### config.mk
export PLATFORM = sky130hd
export DESIGN_NAME = kan_train_sequencer_flat
export DESIGN_NICKNAME = d
export VERILOG_FILES = /design/src/rtl/kan_train_sequencer_if.sv /design/src/rtl/kan_train_sequencer.sv /design/src/flat_wrapper.sv
export SDC_FILE = /design/constraint.sdc
export NUM_CORES = 1
export LEC_CHECK = 0
export ABC_CLOCK_PERIOD_IN_PS = 2750
export CORE_ASPECT_RATIO = 2
export CORE_MARGIN = 2
export CORE_UTILIZATION = 55
export DETAILED_ROUTE_END_ITERATION = 10
export DONT_BUFFER_PORTS = 1
export HOLD_SLACK_MARGIN = 0.12
export PLACE_DENSITY_LB_ADDON = 0.1
export SETUP_SLACK_MARGIN = 0.3
export SLEW_MARGIN = 20
export SYNTH_ARGS = -nofsm -noshare
export SYNTH_HDL_FRONTEND = slang
export SYNTH_SLANG_ARGS = --single-unit
### constraint.sdc
create_clock -name CLK100MHZ -period 2.75 [get_ports CLK100MHZ]
set_input_delay 0.4125 -clock CLK100MHZ [delete_from_list [all_inputs] [get_ports CLK100MHZ]]
set_output_delay 0.4125 -clock CLK100MHZ [all_outputs]
set_load 0.02 [all_outputs]
### src/rtl/kan_train_sequencer_if.sv
`default_nettype none
// ============================================================================
// Module   : kan_train_sequencer_if
// Brief    : Step-issue / prediction-return bundle between sequencer and KAN datapath.
// Revision : 1.0
// ============================================================================
interface kan_train_sequencer_if;
    logic [3:0]  step_o;
    logic        step_valid_o;
    logic        train_o;
    logic [12:0] record_o;
    logic [4:0]  epoch_o;
    logic        stall_i;
    logic        pred_valid_i;
    logic [31:0] pred_i;
    logic [31:0] target_i;

    modport master (
        output step_o, step_valid_o, train_o, record_o, epoch_o,
        input  stall_i, pred_valid_i, pred_i, target_i
    );

    modport slave (
        input  step_o, step_valid_o, train_o, record_o, epoch_o,
        output stall_i, pred_valid_i, pred_i, target_i
    );
endinterface
`default_nettype wire

### src/rtl/kan_train_sequencer.sv
`default_nettype none
// ============================================================================
// Module   : kan_train_sequencer
// Brief    : Sequences the KAN datapath through training epochs and a
//            validation pass, accumulating absolute validation error.
// Revision : 1.0
// ============================================================================
module kan_train_sequencer #(
    parameter int N_T_RECORDS = 8192,
    parameter int N_V_RECORDS = 2048,
    parameter int N_EPOCHS    = 32,
    parameter int N_FWD_STEPS = 8,
    parameter int N_BWD_STEPS = 6,
    parameter int N_ERR_SHIFT = 11,
    parameter int N_ACC_W     = 48
) (
    input  logic                         CLK100MHZ,
    input  logic                         CPU_RESETN,
    input  logic                         start_i,
    kan_train_sequencer_if.master        dp,
    output logic                         busy_o,
    output logic                         done_o,
    output logic [31:0]                  error_o,
    output logic                         epoch_done_o,
    output logic [15:0]                  LED
);

    typedef enum logic [2:0] {
        ST_IDLE   = 3'd0,
        ST_TRAIN  = 3'd1,
        ST_VAL    = 3'd2,
        ST_DRAIN  = 3'd3,
        ST_FINISH = 3'd4
    } state_t;

    localparam int          c_VCNT_W     = $clog2(N_V_RECORDS + 1);
    localparam logic [3:0]  c_TRAIN_LAST = 4'(N_FWD_STEPS + N_BWD_STEPS);
    localparam logic [3:0]  c_VAL_LAST   = 4'(N_FWD_STEPS);
    localparam logic [12:0] c_T_REC_LAST = 13'(N_T_RECORDS - 1);
    localparam logic [12:0] c_V_REC_LAST = 13'(N_V_RECORDS - 1);
    localparam logic [4:0]  c_EPOCH_LAST = 5'(N_EPOCHS - 1);
    localparam logic [c_VCNT_W-1:0] c_V_TOTAL = c_VCNT_W'(N_V_RECORDS);

    state_t                 state_q;
    logic [3:0]             step_q;
    logic                   train_q;
    logic [12:0]            record_q;
    logic [4:0]             epoch_q;
    logic [N_ACC_W-1:0]     acc_q, acc_d;
    logic [c_VCNT_W-1:0]    vcount_q, vcount_d;
    logic [31:0]            error_q;
    logic                   done_q;
    logic                   epoch_done_q;

    logic signed [32:0]     w_diff;
    logic [32:0]            w_absdiff;
    logic                   w_accept;
    logic                   w_issue;

    // 33-bit signed difference keeps |target - pred| exact at the 32-bit extremes
    assign w_diff    = $signed({dp.target_i[31], dp.target_i}) - $signed({dp.pred_i[31], dp.pred_i});
    assign w_absdiff = w_diff[32] ? 33'(-w_diff) : 33'(w_diff);
    assign w_accept  = dp.pred_valid_i && (state_q == ST_VAL || state_q == ST_DRAIN);
    assign w_issue   = (state_q == ST_TRAIN || state_q == ST_VAL) && !dp.stall_i;

    always_comb begin
        acc_d    = acc_q;
        vcount_d = vcount_q;
        if (w_accept) begin
            acc_d    = acc_q + N_ACC_W'(w_absdiff);
            vcount_d = vcount_q + c_VCNT_W'(1);
        end
    end

    always_ff @(posedge CLK100MHZ or negedge CPU_RESETN) begin
        if (!CPU_RESETN) begin
            state_q      <= ST_IDLE;
            step_q       <= '0;
            train_q      <= 1'b0;
            record_q     <= '0;
            epoch_q      <= '0;
            acc_q        <= '0;
            vcount_q     <= '0;
            error_q      <= '0;
            done_q       <= 1'b0;
            epoch_done_q <= 1'b0;
        end else begin
            done_q       <= 1'b0;
            epoch_done_q <= 1'b0;
            acc_q        <= acc_d;
            vcount_q     <= vcount_d;
            case (state_q)
                ST_IDLE: begin
                    if (start_i) begin
                        state_q  <= ST_TRAIN;
                        train_q  <= 1'b1;
                        step_q   <= 4'd1;
                        record_q <= '0;
                        epoch_q  <= '0;
                        acc_q    <= '0;
                        vcount_q <= '0;
                        error_q  <= '0;
                    end
                end
                ST_TRAIN: begin
                    if (w_issue) begin
                        if (step_q == c_TRAIN_LAST) begin
                            step_q <= 4'd1;
                            if (record_q == c_T_REC_LAST) begin
                                record_q     <= '0;
                                epoch_done_q <= 1'b1;
                                epoch_q      <= epoch_q + 5'd1;
                                if (epoch_q == c_EPOCH_LAST) begin
                                    state_q <= ST_VAL;
                                    train_q <= 1'b0;
                                end
                            end else begin
                                record_q <= record_q + 13'd1;
                            end
                        end else begin
                            step_q <= step_q + 4'd1;
                        end
                    end
                end
                ST_VAL: begin
                    if (w_issue) begin
                        if (step_q == c_VAL_LAST) begin
                            if (record_q == c_V_REC_LAST) begin
                                state_q  <= ST_DRAIN;
                                step_q   <= '0;
                                record_q <= '0;
                            end else begin
                                step_q   <= 4'd1;
                                record_q <= record_q + 13'd1;
                            end
                        end else begin
                            step_q <= step_q + 4'd1;
                        end
                    end
                end
                ST_DRAIN: begin
                    // vcount_d includes a strobe landing in this very cycle
                    if (vcount_d == c_V_TOTAL) begin
                        state_q <= ST_FINISH;
                        error_q <= 32'(acc_d >> N_ERR_SHIFT);
                        done_q  <= 1'b1;
                    end
                end
                ST_FINISH: begin
                    state_q <= ST_IDLE;
                end
                default: begin
                    state_q <= ST_IDLE;
                end
            endcase
        end
    end

    assign dp.step_o       = step_q;
    assign dp.step_valid_o = w_issue;
    assign dp.train_o      = train_q;
    assign dp.record_o     = record_q;
    assign dp.epoch_o      = epoch_q;

    assign busy_o       = (state_q == ST_TRAIN) || (state_q == ST_VAL) || (state_q == ST_DRAIN);
    assign done_o       = done_q;
    assign error_o      = error_q;
    assign epoch_done_o = epoch_done_q;
    assign LED          = busy_o ? {epoch_q, train_q, record_q[12:3]} : error_q[15:0];

endmodule
`default_nettype wire

### src/flat_wrapper.sv
// flat-port wrapper written by rule: the top's interface ports become plain ports
module kan_train_sequencer_flat 
#(
    parameter int N_T_RECORDS = 8192,
    parameter int N_V_RECORDS = 2048,
    parameter int N_EPOCHS    = 32,
    parameter int N_FWD_STEPS = 8,
    parameter int N_BWD_STEPS = 6,
    parameter int N_ERR_SHIFT = 11,
    parameter int N_ACC_W     = 48
)
  (CLK100MHZ, CPU_RESETN, start_i, busy_o, done_o, error_o, epoch_done_o, LED, dp_step_o, dp_step_valid_o, dp_train_o, dp_record_o, dp_epoch_o, dp_stall_i, dp_pred_valid_i, dp_pred_i, dp_target_i);
  kan_train_sequencer_if dp_i ();
  input  logic CLK100MHZ;
  input  logic CPU_RESETN;
  input  logic start_i;
  output logic busy_o;
  output logic done_o;
  output logic [31:0] error_o;
  output logic epoch_done_o;
  output logic [15:0] LED;
  output wire logic [$bits(dp_i.step_o)-1:0] dp_step_o;
  output wire logic [$bits(dp_i.step_valid_o)-1:0] dp_step_valid_o;
  output wire logic [$bits(dp_i.train_o)-1:0] dp_train_o;
  output wire logic [$bits(dp_i.record_o)-1:0] dp_record_o;
  output wire logic [$bits(dp_i.epoch_o)-1:0] dp_epoch_o;
  input wire logic [$bits(dp_i.stall_i)-1:0] dp_stall_i;
  input wire logic [$bits(dp_i.pred_valid_i)-1:0] dp_pred_valid_i;
  input wire logic [$bits(dp_i.pred_i)-1:0] dp_pred_i;
  input wire logic [$bits(dp_i.target_i)-1:0] dp_target_i;
  assign dp_step_o = dp_i.step_o;
  assign dp_step_valid_o = dp_i.step_valid_o;
  assign dp_train_o = dp_i.train_o;
  assign dp_record_o = dp_i.record_o;
  assign dp_epoch_o = dp_i.epoch_o;
  assign dp_i.stall_i = dp_stall_i;
  assign dp_i.pred_valid_i = dp_pred_valid_i;
  assign dp_i.pred_i = dp_pred_i;
  assign dp_i.target_i = dp_target_i;
  kan_train_sequencer #(.N_T_RECORDS(N_T_RECORDS), .N_V_RECORDS(N_V_RECORDS), .N_EPOCHS(N_EPOCHS), .N_FWD_STEPS(N_FWD_STEPS), .N_BWD_STEPS(N_BWD_STEPS), .N_ERR_SHIFT(N_ERR_SHIFT), .N_ACC_W(N_ACC_W)) u_core (.CLK100MHZ(CLK100MHZ), .CPU_RESETN(CPU_RESETN), .start_i(start_i), .dp(dp_i), .busy_o(busy_o), .done_o(done_o), .error_o(error_o), .epoch_done_o(epoch_done_o), .LED(LED));
endmodule
======== Word level (Yosys, flattened, before mapping) ========
Index checks and enable logic that the tools add are counted.
operators by class
  $add $sub $neg .......................... 7
  $mul .................................... 0
  divide/modulo/power cells ............... 0
  magnitude comparators ................... 0
  eq/ne operators ......................... 18
  shift-type cells ........................ 0
  mux-type cells .......................... 53
  bitwise logic cells ..................... 0
  reductions and logical operators ........ 16
operator list
  operator                                                                  number
  48-bit two-way mux                                                        3
  13-bit two-way mux                                                        7
  32-bit two-way mux                                                        2
  32-bit case mux with 2 select lines                                       1
  48-bit by 33-bit adder with 48-bit output                                 1
  13-bit case mux with 3 select lines                                       1
  12-bit two-way mux                                                        3
  33-bit two-way mux                                                        1
  33-bit negation                                                           1
  32-bit by 32-bit subtractor with 33-bit output                            1
  3-bit two-way mux                                                         9
  4-bit two-way mux                                                         5
  5-bit two-way mux                                                         4
  2-bit inequality test (second input constant)                             9
  16-bit two-way mux                                                        1
  13-bit by 1-bit adder with 13-bit output (second input constant)          1
  13-bit by 11-bit equality test with 1-bit output (second input constant)  1
  13-bit equality test (second input constant)                              1
  12-bit by 1-bit adder with 12-bit output (second input constant)          1
  12-bit equality test (second input constant)                              1
  1-bit two-way mux                                                         12
  3-bit case mux with 4 select lines                                        1
  4-bit case mux with 3 select lines                                        1
  6-bit AND reduction                                                       2
  18 further kinds                                                          24
storage, ports and cells
  flip-flop bits (word level) ............. 120
  bits in latches ......................... 0
  bits in writable memories ............... 0
  ROM bits ................................ 0
  bits of input ports ..................... 69
  output and inout bits ................... 75
  logic and storage cells ................. 104
  memories kept ........................... 0

======== Depth between registers and ports, before layout ========
  depth after elaboration ................. 7
  depth in mapped cells ................... 28
  mapped depth without buffers ............ 26

======== Worst setup path after synthesis ========
No wires, ideal clock.
  path kind ............................... input to register
  from .................................... input port dp_target_i[0]
  to ...................................... register u_core.error_q[24] (netlist: u_core.error_o[24])
  library setup time ...................... 0.135 ns
  arrival time ............................ 5.499 ns
  data required time ...................... 2.615 ns
  slack ................................... -2.884 ns
  stages on the path ...................... 26
  path buffers ............................ 1
  cell sequence ........................... inv_1 > ha_1 > fa_1 > nor2b_1 > o2111ai_2 > a31oi_1 > a31oi_1 > nor4_2 > nand2_1 > or3_1 > nand4b_1 > o21ai_0 > xnor2_1 > ha_1 > clkbuf_1 > nand2_1 > o21ai_0 > a21o_1 > a21oi_1 > o211ai_1 > o2111ai_1 > a31o_2 > o21ai_1 > and4_1 > xnor2_1 > o21ai_0
on the way
  word-level cells in the longest chain between the ends .. 7
RTL lines
  element                                             line                        RTL
  start, declared                                     flat_wrapper.sv:30          input wire logic [$bits(dp_i.target_i)-1:0] dp_target_i;
  32-bit by 32-bit subtractor with 33-bit output (*)  kan_train_sequencer.sv:61   assign w_diff = $signed({dp.target_i[31], dp.target_i}) - $signed({dp.pred_i[31], dp.pred_i});
  33-bit negation                                     kan_train_sequencer.sv:62   assign w_absdiff = w_diff[32] ? 33'(-w_diff) : 33'(w_diff);
  33-bit two-way mux (*)                              kan_train_sequencer.sv:62
  48-bit by 33-bit adder with 48-bit output (*)       kan_train_sequencer.sv:70   acc_d = acc_q + N_ACC_W'(w_absdiff);
  48-bit two-way mux (*)                              kan_train_sequencer.sv:69   if (w_accept) begin
  32-bit two-way mux (*)                              kan_train_sequencer.sv:143  if (vcount_d == c_V_TOTAL) begin
  32-bit case mux with 2 select lines (*)             kan_train_sequencer.sv:92   case (state_q)
  end signal, assigned                                kan_train_sequencer.sv:145  error_q <= 32'(acc_d >> N_ERR_SHIFT);
  end, declared                                       kan_train_sequencer.sv:51   logic [31:0] error_q;
Mark *: on every way between the ends. The rest lies on a longest branch, timed or not. The select of a mux whose other input is x is not followed.
A chain may end at the register's enable or synchronous reset.

==> impl_metrics.py <==
metrics = {
    "outcome": {
        "status": "complete, but fails checks",
        "violations": "design-rule violations, negative hold slack, negative setup slack",
    },
    "worst_setup_path": {
        "slowest_delay_ns": 0.37,
        "worstPathMaxFanout": 6,
        "crit_required_ns": 3.02,
        "crit_path_frequent_cell": "nand2_1",
        "crit_slowest_cell": "fa_2",
        "reg2reg_slack_ns": -0.49,
        "endpoint_kind": "register",
        "cp.arrival_ns": 5.58,
        "critPathTopFamily": "compound AO/OA/AOI/OAI gates",
        "worst-path-buf-inv": 6,
        "cp-start-kind": "input port",
        "path_class": "input port to register",
    },
    "hold_path": {
        "hold_path.class": "input port to async pin",
    },
    "clock_tree": {
        "max-clock-path-buffers": 2,
        "cts-root-buf": "clkbuf_16",
        "numCtsBuffers": 17,
        "clkSlewWorstSetupHoldPaths_ns": 0.06,
        "clk-insertion-delay-late_ns": 0.43,
        "cts.sinks": 115,
        "htree_num_levels": 4,
        "cts_tree": "built",
    },
    "floorplan": {
        "initial_core_util": 0.562,
        "row_count": 68,
        "die_area_mm2": 0.0188,
        "core_mm2": 0.0173,
        "die_w_um": 97.9,
        "dieHeight_um": 192,
        "io_pins": 144,
    },
    "detailed_routing": {
        "drt_iter0_drc": 894,
        "post_drt_wl_per_cell_um": 20.8,
        "vias_per_cell": 6.35,
        "first_pass_iters": 9,
        "routed_wl_um": 38000,
        "vias": 11558,
        "drtAntennaViolNets": 0,
        "drc": 2,
    },
    "sta": {
        "setup_tns_ns": -157.83,
        "layout_setup_ws_ns": -2.56,
        "slew_viol_final": 0,
        "whs_ns": -0.319,
        "worst-slew-pin-transition_ns": 0.940,
        "clock.fmax_mhz": 188,
        "period_minus_slack_ns": 5.31,
        "rsz0062_at_grt": "yes",
        "relSlewSlack": 0.368,
        "setup_viol": 74,
        "hold_violations": 115,
        "final.period_utilization": 1.93,
        "worst_clock_skew_ns": 0.0105,
    },
    "synth": {
        "async_flop_share": 1.00,
        "postSynthCellCount": 1245,
        "ys_seq_area_frac": 0.297,
        "synthFlopType": "dfrtp_1",
        "synth_edf_count": 0,
        "ys_seq_elements": 115,
        "post-synth-top-area-cell": "dfrtp_1",
        "synth.avg_cell_area_um2": 7.79,
        "synth_top_area_frac": 0.297,
        "synth.cell_area_mm2": 0.00970,
        "yosysWarnings": 0,
        "netlist_top_cells_area": "dfrtp_1, ha_1, nand2_1",
        "netlist-cell-type-count": 70,
        "syn_nets": 1393,
    },
    "placed_design": {
        "port_buffers": 0,
        "gp_congestion": 0.945,
        "pre_cts_ws_ns": -2.79,
        "dp.cells": 1707,
        "dp_hpwl_um": 23400,
    },
    "layout": {
        "fill_cells": 969,
        "regArea_mm2": 0.00288,
        "layout_commonest_cell": "buf_4",
        "area_growth_pct": 50.7,
        "multi_input_area_mm2": 0.00751,
        "mostFrequentLayoutCells": "buf_4, nand2_1, dfrtp_1",
        "antennaDiodeCount": 0,
        "drive_above_1_share": 0.395,
        "final_nets": 1746,
        "stdcell_count": 1821,
    },
    "power_and_ir_drop": {
        "ir_worst_vdd_v": 0.000644,
        "power.leakage_nw": 6.97,
        "power.density_mw_per_mm2": 1080,
    },
    "grt": {
        "grt_use_total": 0.350,
        "grt_pass1_vias": 11344,
        "grt_first_pass_wirelength_um": 52800,
        "grt_overflow": 0,
        "grt_max_degree": 116,
        "antenna_found_initial": 0,
    },
    "flow_run": {
        "cap_violations": 0,
    },
}
-- metal layers --
layer,GRT usage,part of all wire
met1,0.311,0.31
met2,0.671,0.53
met3,0.0593,0.060
met4,0.284,0.10
met5,0,0
-- kinds of logic (layout without fill, tap and decap cells) --
| logic type | count (synthesis) | after routing | share of synthesized area |
|---|---|---|---|
| compound gates | 346 | 347 | 0.219 |
| xor+xnor | 99 | 99 | 0.0894 |
| fa+ha+maj | 79 | 79 | 0.103 |
| buf+inv | 113 | 477 | 0.0441 |
| flops | 115 | 115 | 0.297 |
| mux | 16 | 16 | 0.0172 |
| simple gates | 477 | 478 | 0.231 |
-- flip-flops by register name, indices dropped and copies added, names as in the netlist, 3 cells and up, named ones only --
signal / count
u_core.error_o: 32
u_core.acc_q: 33
u_core.state_q: 3
u_core.dp.step_o: 4
u_core.vcount_q: 12
u_core.dp.epoch_o: 5
u_core.dp.record_o: 13
-- final cells by class --
| type | instances | share of cell area |
|---|---|---|
| Inverter | 59 | 0.0172 |
| Multi-Input combinational cell | 1019 | 0.514 |
| Clock buffer | 22 | 0.0324 |
| Sequential cell | 115 | 0.197 |
| Clock inverter | 10 | 0.0122 |
| Timing Repair Buffer | 386 | 0.210 |
| Tap cell | 210 | 0.0180 |
-- power breakdown --
| part | internal (mW) | leakage [nW] | switching, mW |
|---|---|---|---|
| Sequential | 2.03 | 1.54 | 0.420 |
| Clock | 1.67 | 0.320 | 0.819 |
| Combinational | 5.13 | 5.12 | 5.74 |
| Total | 8.83 | 6.97 | 6.98 |
-- metrics by stage --
stage	util	cell area [um^2]	hold slack [ns]	total power, mW
CTS	0.807	13900	-0.318	14.0
global placement	0.717	12400	0.119	10.1
floorplan	-	10100	0.117	7.12
global route	0.846	14600	-0.327	16.4
finish	0.846	14600	-0.319	15.8
detailed placement	0.717	12400	0.119	10.3
-- cell usage after synthesis (3+ instances only) --
master / n
or3_1: 8
ha_1: 77
nand2_1: 154
nor4b_1: 3
dfrtp_1: 115
o211ai_1: 6
a21oi_1: 109
and2_1: 5
o21ai_1: 4
xnor2_1: 57
mux2i_1: 11
and4_1: 3
o31ai_1: 9
o21a_1: 12
o21bai_1: 6
a21boi_0: 6
nand2b_1: 6
nand3b_1: 6
a21o_1: 31
a211oi_1: 5
or2_2: 6
o21ai_0: 105
nand4_1: 30
xor2_1: 42
clkbuf_1: 43
and3_1: 13
nor3_1: 32
buf_1: 8
o41ai_1: 3
nor4_1: 4
a31oi_1: 20
nand3_1: 64
inv_1: 58
nor2_1: 118
nor3b_1: 4
mux2_2: 5
nor2b_1: 14
buf_2: 3
-- path summary, 6_finish.rpt --
| path | startpoint | to | cells past startpoint |
|---|---|---|---|
| max | dp_target_i[0] | register | 30 |
| min | CPU_RESETN | u_core.vcount_q[1]$_DFF_PN0_ | 0 |
| max reg2reg | u_core.acc_q[0]$_DFF_PN0_ | u_core.error_o[29]$_DFFE_PN0P_ | 14 |
| min reg2reg | register | register | 1 |
| max in group asynchronous | CPU_RESETN | u_core.error_o[18]$_DFFE_PN0P_ | 0 |
| min in group CLK100MHZ | dp_stall_i | u_core.epoch_done_o$_DFF_PN0_ | 2 |
-- timing repair --
item | CTS | global route
endpoints found under the hold margin | 115 | 115
gates cloned | 2 | 1
gates resized for setup | 140 | 93
setup buffers | 46 | 33
pin swaps | 116 | 97
endpoints found under the setup margin | 95 | 96
Note: power is estimated with default switching activity, not from simulation.
